### config.mk
export PLATFORM = sky130hd
export DESIGN_NAME = periph_bus_master
export DESIGN_NICKNAME = d
export VERILOG_FILES = /design/src/rtl/periph_bus_master.sv
export SDC_FILE = /design/constraint.sdc
export NUM_CORES = 1
export LEC_CHECK = 0
export ABC_AREA = 1
export CORE_UTILIZATION = 38
export DETAILED_ROUTE_END_ITERATION = 6
export PLACE_DENSITY = 0.76
export SYNTH_ARGS = -nofsm -noshare
export SYNTH_HDL_FRONTEND = slang
export SYNTH_SLANG_ARGS = --single-unit
### constraint.sdc
create_clock -name clk -period 1.4 [get_ports clk]
set_input_delay 0.21 -clock clk [delete_from_list [all_inputs] [get_ports clk]]
set_output_delay 0.21 -clock clk [all_outputs]
set_load 0.02 [all_outputs]
### src/rtl/periph_bus_master.sv
// Initiator for the peripheral chip-select bus: one request in, one cs_ strobe, one response out.
// Optional PBM_POSTED_WRITE_EN: writes respond in SETUP while the bus sequence finishes behind.
module periph_bus_master #(
  parameter int unsigned ADDR_WIDTH  = 8,
  parameter int unsigned DATA_WIDTH  = 16,
  parameter int unsigned WAIT_CYCLES = 1
) (
  input  logic                  clk,
  input  logic                  rst_,
  input  logic                  req_valid,
  output logic                  req_ready,
  input  logic                  req_rw_,
  input  logic [ADDR_WIDTH-1:0] req_addr,
  input  logic [DATA_WIDTH-1:0] req_wdata,
  output logic                  resp_valid,
  output logic [DATA_WIDTH-1:0] resp_rdata,
  output logic                  busy,
  output logic [ADDR_WIDTH-1:0] bus_addr,
  output logic [DATA_WIDTH-1:0] bus_wdata,
  input  logic [DATA_WIDTH-1:0] bus_rdata,
  output logic                  cs_,
  output logic                  rw_
);

  localparam logic       RwRead   = 1'b1;
  localparam logic [3:0] HoldLoad = (WAIT_CYCLES == 0) ? 4'd0 : 4'(WAIT_CYCLES - 1);

  typedef enum logic [2:0] {StIdle, StSetup, StStrobe, StHold, StResp} state_e;

  state_e                state_q, state_d;
  logic [3:0]            cnt_q, cnt_d;
  logic                  cs_q, cs_d;
  logic                  rw_q;
  logic [ADDR_WIDTH-1:0] addr_q;
  logic [DATA_WIDTH-1:0] wdata_q;
  logic [DATA_WIDTH-1:0] rdata_q;
  logic                  accept;
  logic                  capture;

  assign req_ready = (state_q == StIdle);
  assign busy      = ~req_ready;
  assign accept    = req_valid && req_ready;

  // Sample read data on the last edge before RESP.
  assign capture = rw_q && (((state_q == StHold) && (cnt_q == 4'd0)) ||
                            ((state_q == StStrobe) && (WAIT_CYCLES == 0)));

  always_comb begin
    state_d = state_q;
    cnt_d   = cnt_q;
    case (state_q)
      StIdle:   if (accept) state_d = StSetup;
      StSetup:  state_d = StStrobe;
      StStrobe: begin
        if (WAIT_CYCLES == 0) begin
          state_d = StResp;
        end else begin
          state_d = StHold;
          cnt_d   = HoldLoad;
        end
      end
      StHold: begin
        if (cnt_q == 4'd0) state_d = StResp;
        else               cnt_d   = cnt_q - 4'd1;
      end
      StResp:   state_d = StIdle;
      default:  state_d = StIdle;
    endcase
  end

  // cs_ is registered from the next state so the strobe is a single clean low cycle.
  assign cs_d = (state_d != StStrobe);

  always_ff @(posedge clk or negedge rst_) begin
    if (!rst_) begin
      state_q <= StIdle;
      cnt_q   <= 4'd0;
      cs_q    <= 1'b1;
      rw_q    <= RwRead;
      addr_q  <= '0;
      wdata_q <= '0;
      rdata_q <= '0;
    end else begin
      state_q <= state_d;
      cnt_q   <= cnt_d;
      cs_q    <= cs_d;
      if (accept) begin
        rw_q    <= req_rw_;
        addr_q  <= req_addr;
        wdata_q <= req_wdata;
      end
      if (capture) rdata_q <= bus_rdata;
    end
  end

`ifdef PBM_POSTED_WRITE_EN
  assign resp_valid = rw_q ? (state_q == StResp) : (state_q == StSetup);
`else
  assign resp_valid = (state_q == StResp);
`endif

  assign resp_rdata = rdata_q;
  assign bus_addr   = addr_q;
  assign bus_wdata  = wdata_q;
  assign cs_        = cs_q;
  assign rw_        = rw_q;

endmodule

==> results of run 1 <==
## area by class of cell
type                            instances  area share
Tap cell                               70      0.0261
Sequential cell                        49       0.366
Multi-Input combinational cell        158       0.236
Inverter                               10      0.0112
Clock buffer                            7      0.0257
Timing Repair Buffer                  117       0.326
Clock inverter                          1     0.00894
## worst max-delay path, stage by stage, from the launching register on
cell     delay, ns
dfrtp_1       0.39
nor2_1        0.15
inv_2         0.09
nor2_8        0.12
inv_2         0.05
buf_6         0.12
## routing by layer
metal	track usage	routed length, um	vias up	share of wire
li1	-	-	952	-
met1	0.210	2080	885	0.41
met2	0.295	2580	63	0.51
met3	0.0582	344	7	0.068
met4	0.0432	47	0	0.0093
met5	0	0	-	0
## how the worst max path moves through the flow
stage	start	end	slack (ns)
final	state_q[1]	busy	-0.03
after global routing	state_q[1]	bus_wdata[10]	-0.07
after CTS	state_q[0]	req_ready	-0.18
after detailed placement	state_q[1]	req_ready	-0.15
after global placement	state_q[1]	req_ready	-0.13
after floorplan	cnt_q[0]	resp_rdata[10]	0.03
## cells in the final DEF (no fill, tap or decap), drive strengths merged
cell,synthesis,final
a21oi,1,1
buf,9,30
bufinv,0,1
clkbuf,2,9
clkdlybuf4s15,0,1
clkdlybuf4s50,0,42
dfrtp,47,47
dfstp,2,2
dlygate4sd2,0,41
dlygate4sd3,0,1
ha,2,2
inv,10,10
nand2,95,96
nand3,46,46
nor2,8,8
o21ai,3,3
o21bai,1,1
xor2,1,1
## logic make-up after synthesis
logic type                 after synthesis  share of synthesized area
AOI/OAI and AO/OA                        5                     0.0134
xor gates and xnor gates                 1                    0.00426
adders and majority gates                2                     0.0122
buffers and inverters                   21                     0.0480
DFF                                     49                      0.597
and+or+nand+nor                        149                      0.325
## sequential cells by signal (all words and copies together), names as in the netlist
signal      flops
bus_wdata      16
resp_rdata     16
bus_addr        8
cnt_q           4
state_q         3
cs_             1
rw_             1
## repair_timing
action,4_1_cts,5_1_grt
cloned,0,3
setup endpoints to repair,66,45
buffers inserted,3,7
endpoints found under the hold margin,15,0
hold buffers,1,0
gates resized for setup,53,22
pin swaps,2,13
## report_power, final
group | internal (mW) | switching [mW]
Combinational | 1.75 | 2.37
Clock | 0.583 | 0.445
Sequential | 2.11 | 0.348
Total | 4.43 | 3.17
## per-stage QoR
| stage | cell area (um2) | setup WS [ns] | setup TNS (ns) | utilization |
|---|---|---|---|---|
| 2_1_floorplan | 2060 | 0.0299 | 0 | - |
| 3_3_place_gp | 3110 | -0.130 | -0.516 | 0.601 |
| 3_5_place_dp | 3110 | -0.145 | -1.00 | 0.601 |
| 4_1_cts | 3190 | -0.184 | -0.446 | 0.617 |
| 5_1_grt | 3360 | -0.0709 | -1.48 | 0.650 |
| 6_report | 3360 | -0.0257 | -0.0396 | 0.650 |
==> impl_results.md, run 1 <==
- Area of the multi-input gates: 793 um2
- Clock buffer count from CTS: 5
- PwrDens: 2260 nW/um2
- Final Skew: 0.00329 ns
- Synth area leaders: dfrtp_1, nand2_1, nand3_1
- Reg2reg path depth: 8
- Syn_area_per_cell: 9.07 um2
- # fillers: 459
- Initial cell density of the core: 0.398
- Die height: 75.6 um
- I/O pin count: 89
- Post-Syn Area: 2060 um2
- Largest net degree at the start of global routing: 21
- Core ar.: 5170 um2
- Vias in the first global route: 1677
- Drt total wl: 5060 um
- Die area: 5710 um2
- I/O Buffers: 88
- MaxCap Viol Count: 0
- Total Power: 7.60 mW
- GP Congestion: 0.740
- Nets: 387
- EDFF count, synth: 0
- Vias: 1907
- Worst Setup End Kind: primary output
- Outcome: finished with violations
- Gr usage total: 0.172
- Most frequent cell after synthesis: nand2_1
- RR Startpoint: state_q[1]
- Remaining antenna violation count after routing: 0
- Clk_lat worst skew: 0.29 ns
- Worst slew pin tran: 0.266 ns
- Global-route wire length before repair: 7360 um
- Leak: 1.74 nW
- Layout area overhead: 63.3%
- Yosys top cell by area: dfrtp_1
- FP Rows: 26
- Commonest cells post-synth: nand2_1, dfrtp_1, nand3_1
- Ys async rst share: 1.00
- Detailed Route Iter0 Violations: 75
- Yosys Warn Count: 0
- Register area: 1230 um2
- Total grt overflow: 0
- Post-DP HPWL: 3460 um
- Die Wd: 75.6 um
- Fmax: 701 MHz
- FF-to-FF setup slack: 0 ns
- Post-route clock period utilization: 1.02
- Hold Violations, Final: 0
- Req. time, crit path: 1.19 ns
- H-tree depth: 2
- Cells after synthesis: 227
- Initial antenna violation count: 0
- Tmin final: 1.43 ns
- Minimum hold slack: 0.288 ns
- Clock-pin slew on the worst setup and hold paths: 0.08 ns
- Final setup viols: 2
- Placed cells: 392
- Diodes inserted: 0
- Mapped Nets: 273
- #FFs+latches synth: 49
- Worst vdd ir: 1.48 mV
- Drt via density: 4.63
- Root buf cell: clkbuf_8
- Setup ws final: -0.0257 ns
- Share of layout cells above drive strength 1: 0.175
- Wirelength per Cell: 12.3 um
- Fin. max-slew vios: 0
- Largest fanout on the critical path: 4
- Slew headroom: 0.823
- Failing checks: setup timing
- Drt pass-1 iters: 4
- # DRC: 0
- RSZ-0062 raised after global routing: true
- Crit path kind: reg2out
- Arr. time, crit path: 1.22 ns
- Ys flop type: dfrtp_1
- Post-synth cell types: 20
- CP startpoint kind: flip-flop
- Top-area cell type share of the netlist area: 0.571
- Critical R2R Capture: bus_wdata[13]
- Register area share after synthesis: 0.597
- CTS tree: built
- Final cell count without fillers: 412
- Path category of the worst min-delay check: in2async
- Clock sinks: 49
- Clk buf depth: 2
Note: power is estimated with default switching activity, not from simulation.
==> inputs of run 2 (changes only) <==
SLEW_MARGIN = 30   (was default)
==> results of run 2 <==
The final DEF is identical to that of run 1; final timing and power are the same.
==> inputs of run 3 (changes only) <==
CORE_MARGIN = 2   (was default)
==> impl_results.md, run 3 (same netlist as run 1, synthesis figures left out) <==
- Commonest non-fill, non-tap cell in the layout: nand2_1
- Fin. max-slew vios: 0 (unchanged)
- Sequential share of power: 0.344 (+0.021)
- FP Rows: 26 (unchanged)
- Final core occ: 0.621 (-0.0290)
- Clk pwr share: 0.143 (+0.008)
- GP Congestion: 0.756 (+2.1%)
- Detailed Route Iter0 Violations: 58 (-23%)
- # DRC: 0 (unchanged)
- Clock buffer count from CTS: 5 (unchanged)
- Worst Setup End Kind: primary output
- Clk_lat worst skew: 0.29 ns (about the same)
- Psw: 3.03 mW (-4.3%)
- Clock-pin slew on the worst setup and hold paths: 0.08 ns (about the same)
- Drt pass-1 iters: 4 (unchanged)
- Die Wd: 77.6 um (+2.6%)
- Leak: 1.67 nW (-4.4%)
- Slew headroom: 0.827 (+0.00464)
- Root buf cell: clkbuf_8
- Final Instance Area: 3210 um2 (-4.5%)
- Arr. time, crit path: 1.15 ns (-0.07 ns)
- Hold Violations, Final: 0 (unchanged)
- Post-DP HPWL: 3530 um (+2.1%)
- Share of layout cells above drive strength 1: 0.133 (-0.0421)
- Final Skew: 0.00289 ns (-0.000402 ns)
- Setup ws final: 0.0373 ns (+0.0630 ns)
- Nets: 375 (-3.1%)
- Final cell count without fillers: 400 (-2.9%)
- Largest fanout on the critical path: 3 (-1)
- Global-route wire length before repair: 8280 um (+12%)
- PwrDens: 2240 nW/um2 (-1.0%)
- Worst slew pin tran: 0.259 ns (-0.00696 ns)
- Combinational fraction of design power: 0.514 (-0.028)
- Outcome: finished, final reports clean
- Internal power: 4.16 mW (-6.2%)
- Initial antenna violation count: 0 (unchanged)
- RSZ-0062 raised after global routing: true
- Post-route clock period utilization: 0.973 (-0.0450)
- Initial cell density of the core: 0.398 (unchanged)
- Path category of the worst min-delay check: in2async
- Worst vdd ir: 1.17 mV (-21%)
- Crit path kind: reg2out
- Register area: 1230 um2 (unchanged)
- Clk buf depth: 2 (unchanged)
- Clock sinks: 49 (unchanged)
- Die height: 77.6 um (+2.6%)
- MaxCap Viol Count: 0 (unchanged)
- Area of the multi-input gates: 747 um2 (-5.8%)
- Remaining antenna violation count after routing: 0 (unchanged)
- Placed cells: 390 (-0.51%)
- CP startpoint kind: flip-flop
- Req. time, crit path: 1.19 ns (about the same)
- Die area: 6020 um2 (+5.4%)
- Drt via density: 4.65 (+0.46%)
- Vias in the first global route: 1800 (+7.3%)
- I/O Buffers: 88 (unchanged)
- Switch share: 0.421 (+0.00493)
- I/O pin count: 89 (unchanged)
- Fmax: 734 MHz (+4.6%)
- H-tree depth: 2 (unchanged)
- Diodes inserted: 0 (unchanged)
- Largest net degree at the start of global routing: 50 (+140%)
- CTS tree: built
- Worst slack, placed: -0.0843 ns (+0.0611 ns)
- Tmin final: 1.36 ns (-0.0630 ns)
- Wirelength per Cell: 12.3 um (about the same)
- Final setup viols: 0 (-2)
- Total Power: 7.19 mW (-5.4%)
- Layout area overhead: 56.0%
- Dpl cell area: 3110 um2 (about the same)
- Core ar.: 5170 um2 (unchanged)
- Drt total wl: 4910 um (-2.9%)
- Total grt overflow: 0 (unchanged)
- Vias: 1860 (-2.5%)
- # fillers: 478 (+4.1%)
- Gr usage total: 0.170 (-0.00230)
- Most frequent cells in the layout: nand2_1, nand3_1, dfrtp_1
## run 3: changes by cell type in the layout (fill, tap and decap cells not counted), sizes merged
cell,before,now
nand2,96,95
clkbuf,9,7
buf,30,21
## run 3: layout make-up
cell class / instances / area share
clock buffers: 7 / 0.0269
well taps: 70 / 0.0273
flip-flops and latches: 49 / 0.383
repair buffers: 106 / 0.309
clock inverters: 1 / 0.00935
multi-input cells: 157 / 0.233
inverters: 10 / 0.0117
## run 3: metal layers
layer | share of wire | up-vias | wire, um | global-route usage
met5 | 0 | - | 0 | 0
met4 | 0.014 | 0 | 68 | 0.0393
met3 | 0.074 | 8 | 365 | 0.0488
met2 | 0.49 | 67 | 2420 | 0.294
met1 | 0.42 | 864 | 2050 | 0.210
li1 | - | 921 | - | -
## run 3: final timing paths
path,from,endpoint,slack (ns),cells after the start
hold / removal,rst_,cnt_q[3],0.42,3
hold reg to reg,resp_rdata[12],resp_rdata[12],0.47,2
setup reg to reg,state_q[1],bus_addr[2],0.07,8
setup / recovery,state_q[1],req_ready,0.04,4
min in group clk,req_rw_,rw_,0.43,3
max in group asynchronous,rst_,rw_,0.70,3
## run 3: per-stage QoR
step / hold slack, ns / TNS, ns
3_3_place_gp: 0.217 / -0.201
4_1_cts: 0.421 / -0.00514
5_1_grt: 0.445 / -0.313
6_report: 0.424 / 0
2_1_floorplan: -0.0856 / 0
3_5_place_dp: 0.219 / -0.215
## run 3: critical path, cell delays in order, from the launching register on
cell and delay, ns:
dfrtp_1 0.39, nor2_2 0.12, inv_2 0.07, nor2_8 0.11
buf_2 0.17
## run 3: power by group through the flow
stage                     combinational [mW]  sequential [mW]  clock [mW]
after CTS                               3.65             2.47        1.06
final                                   3.69             2.47        1.03
after global routing                    4.04             2.57        1.11
after floorplan                         1.38             3.22           0
after global placement                  3.98             2.48           0
after detailed placement                4.05             2.51           0
## run 3: repair_timing
| action | 4_1_cts | 5_1_grt |
|---|---|---|
| hold endpoints to repair | 47 | 0 |
| gates cloned | 0 | 0 |
| gates resized for setup | 56 | 12 |
| buffers inserted | 0 | 1 |
| setup endpoints to repair | 46 | 45 |
| hold buffers | 1 | 0 |
| pin swaps | 1 | 1 |
